[config.mk]
export PLATFORM = sky130hd
export DESIGN_NAME = uart_report_sequencer
export DESIGN_NICKNAME = d
export VERILOG_FILES = /design/src/rtl/uart_report_sequencer.sv
export SDC_FILE = /design/constraint.sdc
export NUM_CORES = 1
export LEC_CHECK = 0
export ABC_AREA = 1
export CELL_PAD_IN_SITES_DETAIL_PLACEMENT = 0
export CELL_PAD_IN_SITES_GLOBAL_PLACEMENT = 1
export CORE_UTILIZATION = 40
export CTS_BUF_LIST = sky130_fd_sc_hd__clkbuf_4 sky130_fd_sc_hd__clkbuf_8 sky130_fd_sc_hd__clkbuf_16
export DETAILED_ROUTE_END_ITERATION = 8
export HOLD_SLACK_MARGIN = 0.05
export MAX_ROUTING_LAYER = met4
export PLACE_DENSITY = 0.81
export SLEW_MARGIN = 30
export SYNTH_ARGS = -nofsm -noshare
export SYNTH_HDL_FRONTEND = slang
export SYNTH_SLANG_ARGS = --single-unit
[constraint.sdc]
create_clock -name Clk -period 2.5 [get_ports Clk]
set_input_delay 0.5 -clock Clk [delete_from_list [all_inputs] [get_ports Clk]]
set_output_delay 0.5 -clock Clk [all_outputs]
set_load 0.02 [all_outputs]
[src/rtl/uart_report_sequencer.sv]
// rtl/uart_report_sequencer.sv - shares the UART TX byte channel between BCD report frames and echo bytes
// Optional build macro: MINI_CALC_LEADING_ZERO_BLANK_EN (leading zero digits sent as spaces).
module uart_report_sequencer #(
  parameter bit         ADD_CRLF       = 1'b1,
  parameter logic [7:0] BAD_DIGIT_CHAR = 8'h3F
) (
  input  logic       Clk,
  input  logic       Reset,
  input  logic       ReportReq,
  input  logic [3:0] Digit3,
  input  logic [3:0] Digit2,
  input  logic [3:0] Digit1,
  input  logic [3:0] Digit0,
  input  logic       EchoValid,
  input  logic [7:0] EchoData,
  output logic       EchoAck,
  output logic [7:0] TxData,
  output logic       TxValid,
  input  logic       TxAck,
  output logic       Busy,
  output logic       Overrun
);

  typedef enum logic [2:0] {
    IDLE, SEND_ECHO, SEND_D3, SEND_D2, SEND_D1, SEND_D0, SEND_CR, SEND_LF
  } state_t;

  state_t      state, stateNext;
  logic        pending;
  logic [15:0] snapshot;
  logic [15:0] frame;
  logic        lastGrantReport;
  logic [7:0]  txDataNext;
  logic        grantReport;
  logic        frameDone;
  logic        blank3, blank2, blank1;

  function automatic logic [7:0] encodeDigit(input logic [3:0] d, input logic blank);
    if (blank)
      return 8'h20;
    else if (d > 4'd9)
      return BAD_DIGIT_CHAR;
    else
      return {4'h3, d};
  endfunction

`ifdef MINI_CALC_LEADING_ZERO_BLANK_EN
  // A digit blanks only while every more significant digit was also zero.
  assign blank3 = (snapshot[15:12] == 4'd0);
  assign blank2 = (frame[15:12] == 4'd0) && (frame[11:8] == 4'd0);
  assign blank1 = blank2 && (frame[7:4] == 4'd0);
`else
  assign blank3 = 1'b0;
  assign blank2 = 1'b0;
  assign blank1 = 1'b0;
`endif

  assign TxValid = (state != IDLE);
  assign Busy    = (state != IDLE);
  assign EchoAck = (state == SEND_ECHO) && TxAck;

  always_comb begin
    stateNext   = state;
    txDataNext  = TxData;
    grantReport = 1'b0;
    frameDone   = 1'b0;
    case (state)
      IDLE: begin
        if (EchoValid && (!pending || lastGrantReport)) begin
          stateNext  = SEND_ECHO;
          txDataNext = EchoData;
        end else if (pending) begin
          grantReport = 1'b1;
          stateNext   = SEND_D3;
          txDataNext  = encodeDigit(snapshot[15:12], blank3);
        end
      end
      SEND_ECHO: if (TxAck) stateNext = IDLE;
      SEND_D3: if (TxAck) begin
        stateNext  = SEND_D2;
        txDataNext = encodeDigit(frame[11:8], blank2);
      end
      SEND_D2: if (TxAck) begin
        stateNext  = SEND_D1;
        txDataNext = encodeDigit(frame[7:4], blank1);
      end
      SEND_D1: if (TxAck) begin
        stateNext  = SEND_D0;
        txDataNext = encodeDigit(frame[3:0], 1'b0);
      end
      SEND_D0: if (TxAck) begin
        if (ADD_CRLF) begin
          stateNext  = SEND_CR;
          txDataNext = 8'h0D;
        end else begin
          stateNext = IDLE;
          frameDone = 1'b1;
        end
      end
      SEND_CR: if (TxAck) begin
        stateNext  = SEND_LF;
        txDataNext = 8'h0A;
      end
      SEND_LF: if (TxAck) begin
        stateNext = IDLE;
        frameDone = 1'b1;
      end
      default: stateNext = IDLE;
    endcase
  end

  always_ff @(posedge Clk or negedge Reset) begin
    if (!Reset) begin
      state           <= IDLE;
      TxData          <= 8'h00;
      pending         <= 1'b0;
      snapshot        <= 16'h0000;
      frame           <= 16'h0000;
      lastGrantReport <= 1'b0;
      Overrun         <= 1'b0;
    end else begin
      state   <= stateNext;
      TxData  <= txDataNext;
      Overrun <= ReportReq && pending && !grantReport;
      // A new request on the grant edge refills the slot just emptied.
      if (ReportReq && (!pending || grantReport)) begin
        pending  <= 1'b1;
        snapshot <= {Digit3, Digit2, Digit1, Digit0};
      end else if (grantReport) begin
        pending <= 1'b0;
      end
      if (grantReport)
        frame <= snapshot;
      if (EchoAck)
        lastGrantReport <= 1'b0;
      else if (frameDone)
        lastGrantReport <= 1'b1;
    end
  end

endmodule
## After elaboration in Yosys (flattened, before gate mapping)

Cells that the tools add are included.

- Output and inout bits: 12
- Word-level logic and storage cells: 72
- Bits of input ports: 29
- Bits in registers: 42

- Eq/ne operators: 14
- Reduce and logical (&&, ||, !) cells: 17
- Order comparisons: 4
- Multiplexer cells: 30

Operators with widths:

| cell | number |
|---|---|
| $mux W8 | 7 |
| $pmux W8 S6 | 1 |
| $mux W3 | 8 |
| $pmux W3 S7 | 1 |
| $gt A4 B4 Y1 const B | 4 |
| $mux W4 | 4 |
| $reduce_and A7 Y1 | 2 |
| $eq A3 B3 Y1 const B | 4 |
| $ne A2 B2 Y1 const B | 5 |
| $mux W1 | 9 |
| $eq A3 B2 Y1 const B | 2 |
| $reduce_bool A6 Y1 | 1 |
| $logic_and A1 B1 Y1 | 5 |
| $reduce_bool A2 Y1 | 2 |
| $eq A3 B1 Y1 const B | 1 |
| $logic_not A3 Y1 | 1 |
| $ne A3 B3 Y1 const B | 1 |
| $reduce_bool A3 Y1 | 1 |
| $logic_not A1 Y1 | 2 |
| $logic_or A1 B1 Y1 | 2 |
| $ne A2 B1 Y1 const B | 1 |
| $reduce_or A2 Y1 | 1 |

## Logic depth before layout (Yosys ltp)

- Depth after elaboration: 8
- Mapped depth: 11

## Worst setup path after synthesis

OpenSTA, ideal clock, no wires.

- Kind: flip-flop to output port
- Start point: register state[1]
- End point: output EchoAck
- Buffers on the path: 0
- Stages on the path, launching flop included: 4
- Arrival time: 1.120 ns
- Path slack: 0.880 ns
- Path through: dfrtp_1 -> inv_1 -> nand2_1 -> nor3_1

- Cells in the longest elaborated chain, start to end: 2

RTL lines:

| item | RTL line | text |
|---|---|---|
| start, declared | 28 | `state_t state, stateNext;` |
| start signal, assigned | 122 | `state <= stateNext;` |
| $eq A3 B1 Y1 | 60 | `assign EchoAck = (state == SEND_ECHO) && TxAck;` |
| $logic_and A1 B1 Y1 | 60 |  |
| end, declared | 16 | `output logic EchoAck,` |

No other way between the ends.

## Worst setup path in the final report

- Start point: input TxAck
- End point: output EchoAck

- Cells in the longest elaborated chain, start to end: 1

RTL lines:

| item | RTL line | text |
|---|---|---|
| start, declared | 19 | `input logic TxAck,` |
| $logic_and A1 B1 Y1 | 60 |  |

No other way between the ends.

==> results by group <==
Worst setup path
  • FF-to-FF Start: state[2]
  • Crit path buf inv count: 3
  • Critical path required time: approximately 2.0 ns
  • Most used cell, CP: clkdlybuf4s50_1
  • Worst R2R Setup Slack: about 0.76 ns
  • Worst reg2reg path depth: 8
  • Critical path's top delay family: buffers and inverters
  • Kind of critical path: in -> out
  • CP Launch Type: input port
  • Critical-path top delay cell: clkdlybuf4s50_1
  • Crit-path max FO: 4
  • Reg-to-reg endpoint: snapshot[1]
  • Worst setup path start: TxAck
  • Critical Path Max Stage Delay: ~0.64 ns
  • Crit-path cells: clkdlybuf4s50_1 > inv_1 > nor3_1 > clkdlybuf4s50_1
  • Critical path capture point type: output pin
  • Worst Path Arrival: about 1.9 ns

Timing
  • Min cycle time layout: about 2.4 ns
  • Setup tns final: 0 ns
  • Hold Vio Cnt, Final: 0
  • RSZ-0062 raised after global routing: no
  • Setup violators final: 0
  • Clock Skew: about 0.004 ns
  • Slew @ Worst Pin: between 0.5 and 0.6 ns
  • Rel. slew slack: between 60% and 70%
  • Max Clk Rate: approximately 0.42 GHz
  • Slew Limit Fails: 0
  • Setup ws final: ~0.13 ns
  • Fin crit share: a little over nine tenths

Placed design
  • DP Wirelength: between 3000 and 4000 um
  • GPL Wtd Cong: between 0.8 and 0.9
  • Setup WS pre-CTS: between 0.1 and 0.15 ns
  • Dpl cell area: about 2600 sq um
  • Port buffer count: 40

Clocking
  • Clock buffer depth: 2
  • Post-CTS Resized: 0
  • Worst-Skew Late Latency: slightly below 0.3 ns
  • H-tree Lvls: 2
  • CTS tree: yes
  • CTS Hold Bufs: 0
  • Worst-path clk slew: 0.08 ns
  • CTS buffer count: 5
  • Root buf cell: clkbuf_8
  • Post-CTS Setup Bufs: 0
  • Clock sinks: 42

Yosys
  • Area leader, netlist: dfrtp_1
  • Asr flop ratio synth: between 90% and 100%
  • FF+latch count, synth: 42
  • Share of the synthesized area in the top cell type: between 40% and 50%
  • Ys flop type: dfrtp_1
  • Cells after Synth: between 200 and 300
  • Synth warnings: 0
  • Commonest cells in the netlist: nand2_1 (97), dfrtp_1 (42), nand3_1 (37), inv_1 (22), nor2_1 (17)
  • Cell area after synthesis: approximately 2100 sq um
  • Syn_nets: 298
  • Most frequent cell after synthesis: nand2_1
  • Avg Cell Area, Syn: about 8 sq um
  • Post-synthesis sequential area ratio: 49.7%
  • Ranking of synthesized cells by area: dfrtp_1 (50%), nand2_1 (17%), nand3_1 (8.8%)
  • EDFF count, synth: 0
  • Post-synth cell types: 22

Final layout
  • Share of cells above drive strength 1: under 10%
  • Area growth from synthesis to layout: 27.6%
  • Fin util: between 50% and 60%
  • Antenna cells: 0
  • Multi-input logic area: 906 sq um
  • Nets: around 340
  • Seq. cell area: roughly 1100 sq um
  • Fill cells: around 520
  • Final Cell Area: 2700 sq um

Routing
  • Vias per cell: around 4.7
  • Top layer reached by signal wires: met4
  • Iteration-0 DRC Markers: 56
  • Met3 wire len: between 150 and 200 um
  • Detail Route Antenna Nets: 0
  • Drt wl/cell: 11.2 um
  • Met2 wire len: around 2000 um
  • Routed WL: 4260 um
  • Vias post-DR: between 1500 and 2000
  • First-pass DRT Iterations: 4
  • DRC: 0
  • WL met1: 1990 um

Floorplan
  • Die Y: 74.7 um
  • Die area: around 5600 sq um
  • Die W: 74.7 um
  • Core area: slightly above 5000 sq um
  • FP Rows: 26
  • Initial Util: approximately two fifths
  • I/O pin count: just over 40

Power and ir drop
  • PwrDens: ~1300 nW/um^2
  • LEAKAGE: 1.38 nW
  • Peak VDD IR: approximately 0.6 mV

Global routing
  • Largest net degree at the start of global routing: between 40 and 50
  • Gr usage total: between 10% and 20%
  • Total grt overflow: 0
  • First-pass GRT wire length: about 7000 um
  • Initial antenna violation count: 0
  • Number of global-route vias before repair: about 1600

Run
  • Max-cap violations: 0

Run status
  • Status: completed

Worst hold path
  • Hold WC Path Type: in -> async
-- worst register-to-register path, stage by stage, from the launching register on --
cell and delay (ns):
dfrtp_1 0.45, inv_1 0.19, nand2_2 0.14, nor2_8 0.21, nand2_4 0.16, nand2_4 0.19, nand2_4 0.15, nand2_1 0.10
nand2_1 0.05
-- cell usage in the layout (no fill, tap or decap) --
master,instances
nand2_1,97
dfrtp_1,42
clkdlybuf4s50_1,39
nand3_1,37
inv_1,22
nor2_1,17
a21oi_1,16
o21ai_0,10
clkbuf_8,6
nand2_4,4
buf_4,4
nand2_2,2
nor3_1,2
or2_2,2
o21ai_1,2
bufinv_16,2
nor2_4,1
inv_4,1
nor2_8,1
nand3b_4,1
nand3b_1,1
o22ai_1,1
o21bai_1,1
-- per-stage QoR --
step | cells | total power, mW | hold slack [ns]
floorplan | 269 | 2.50 | 0.204
global placement | 373 | 2.94 | 0.453
detailed placement | 373 | 2.97 | 0.457
CTS | 381 | 3.64 | 0.369
global route | 381 | 3.94 | 0.216
finish | 381 | 3.59 | 0.184
-- area by class of cell --
type	count	area share [%]
timing repair buffer	43	15.6
sequential	42	39.0
inverter	23	3.29
clock inverter	2	2.23
tap	70	3.25
multi-input combinational	195	33.6
clock buffer	6	3.06
-- cells by family after synthesis --
| group | after synthesis | share of synthesized area [%] |
|---|---|---|
| simple gates | 165 | 35.6 |
| compound gates | 30 | 7.28 |
| buf+inv | 32 | 7.40 |
| flops | 42 | 49.7 |
-- where the power goes --
part | switching, mW | leakage (nW) | total, mW | internal [mW]
combinational | 1.04 | 0.788 | 1.70 | 0.665
clock | 0.230 | 0.0714 | 0.656 | 0.426
sequential | 0.225 | 0.517 | 1.23 | 1.00
total | 1.49 | 1.38 | 3.59 | 2.09
-- registers in the layout, indices dropped and copies added (netlist names) --
register and count:
snapshot 16, lastGrantReport 1, TxData 8, state 3
pending 1, Overrun 1, frame 12
-- per-layer routing --
metal / up-vias / GRT usage (%)
met5: - / -
met4: 0 / 7.34
met3: 8 / 4.02
li1: 934 / -
met2: 42 / 27.4
met1: 811 / 21.8
-- worst max path at each step --
stage | cells past startpoint | end | slack (ns)
6_report | 4 | EchoAck | 0.13
4_1_cts | 4 | EchoAck | 0.12
3_3_place_gp | 4 | EchoAck | 0.13
3_5_place_dp | 4 | EchoAck | 0.12
2_1_floorplan | 3 | EchoAck | 0.88
5_1_grt | 4 | EchoAck | 0.02
Power figures use the tool's default switching activity.
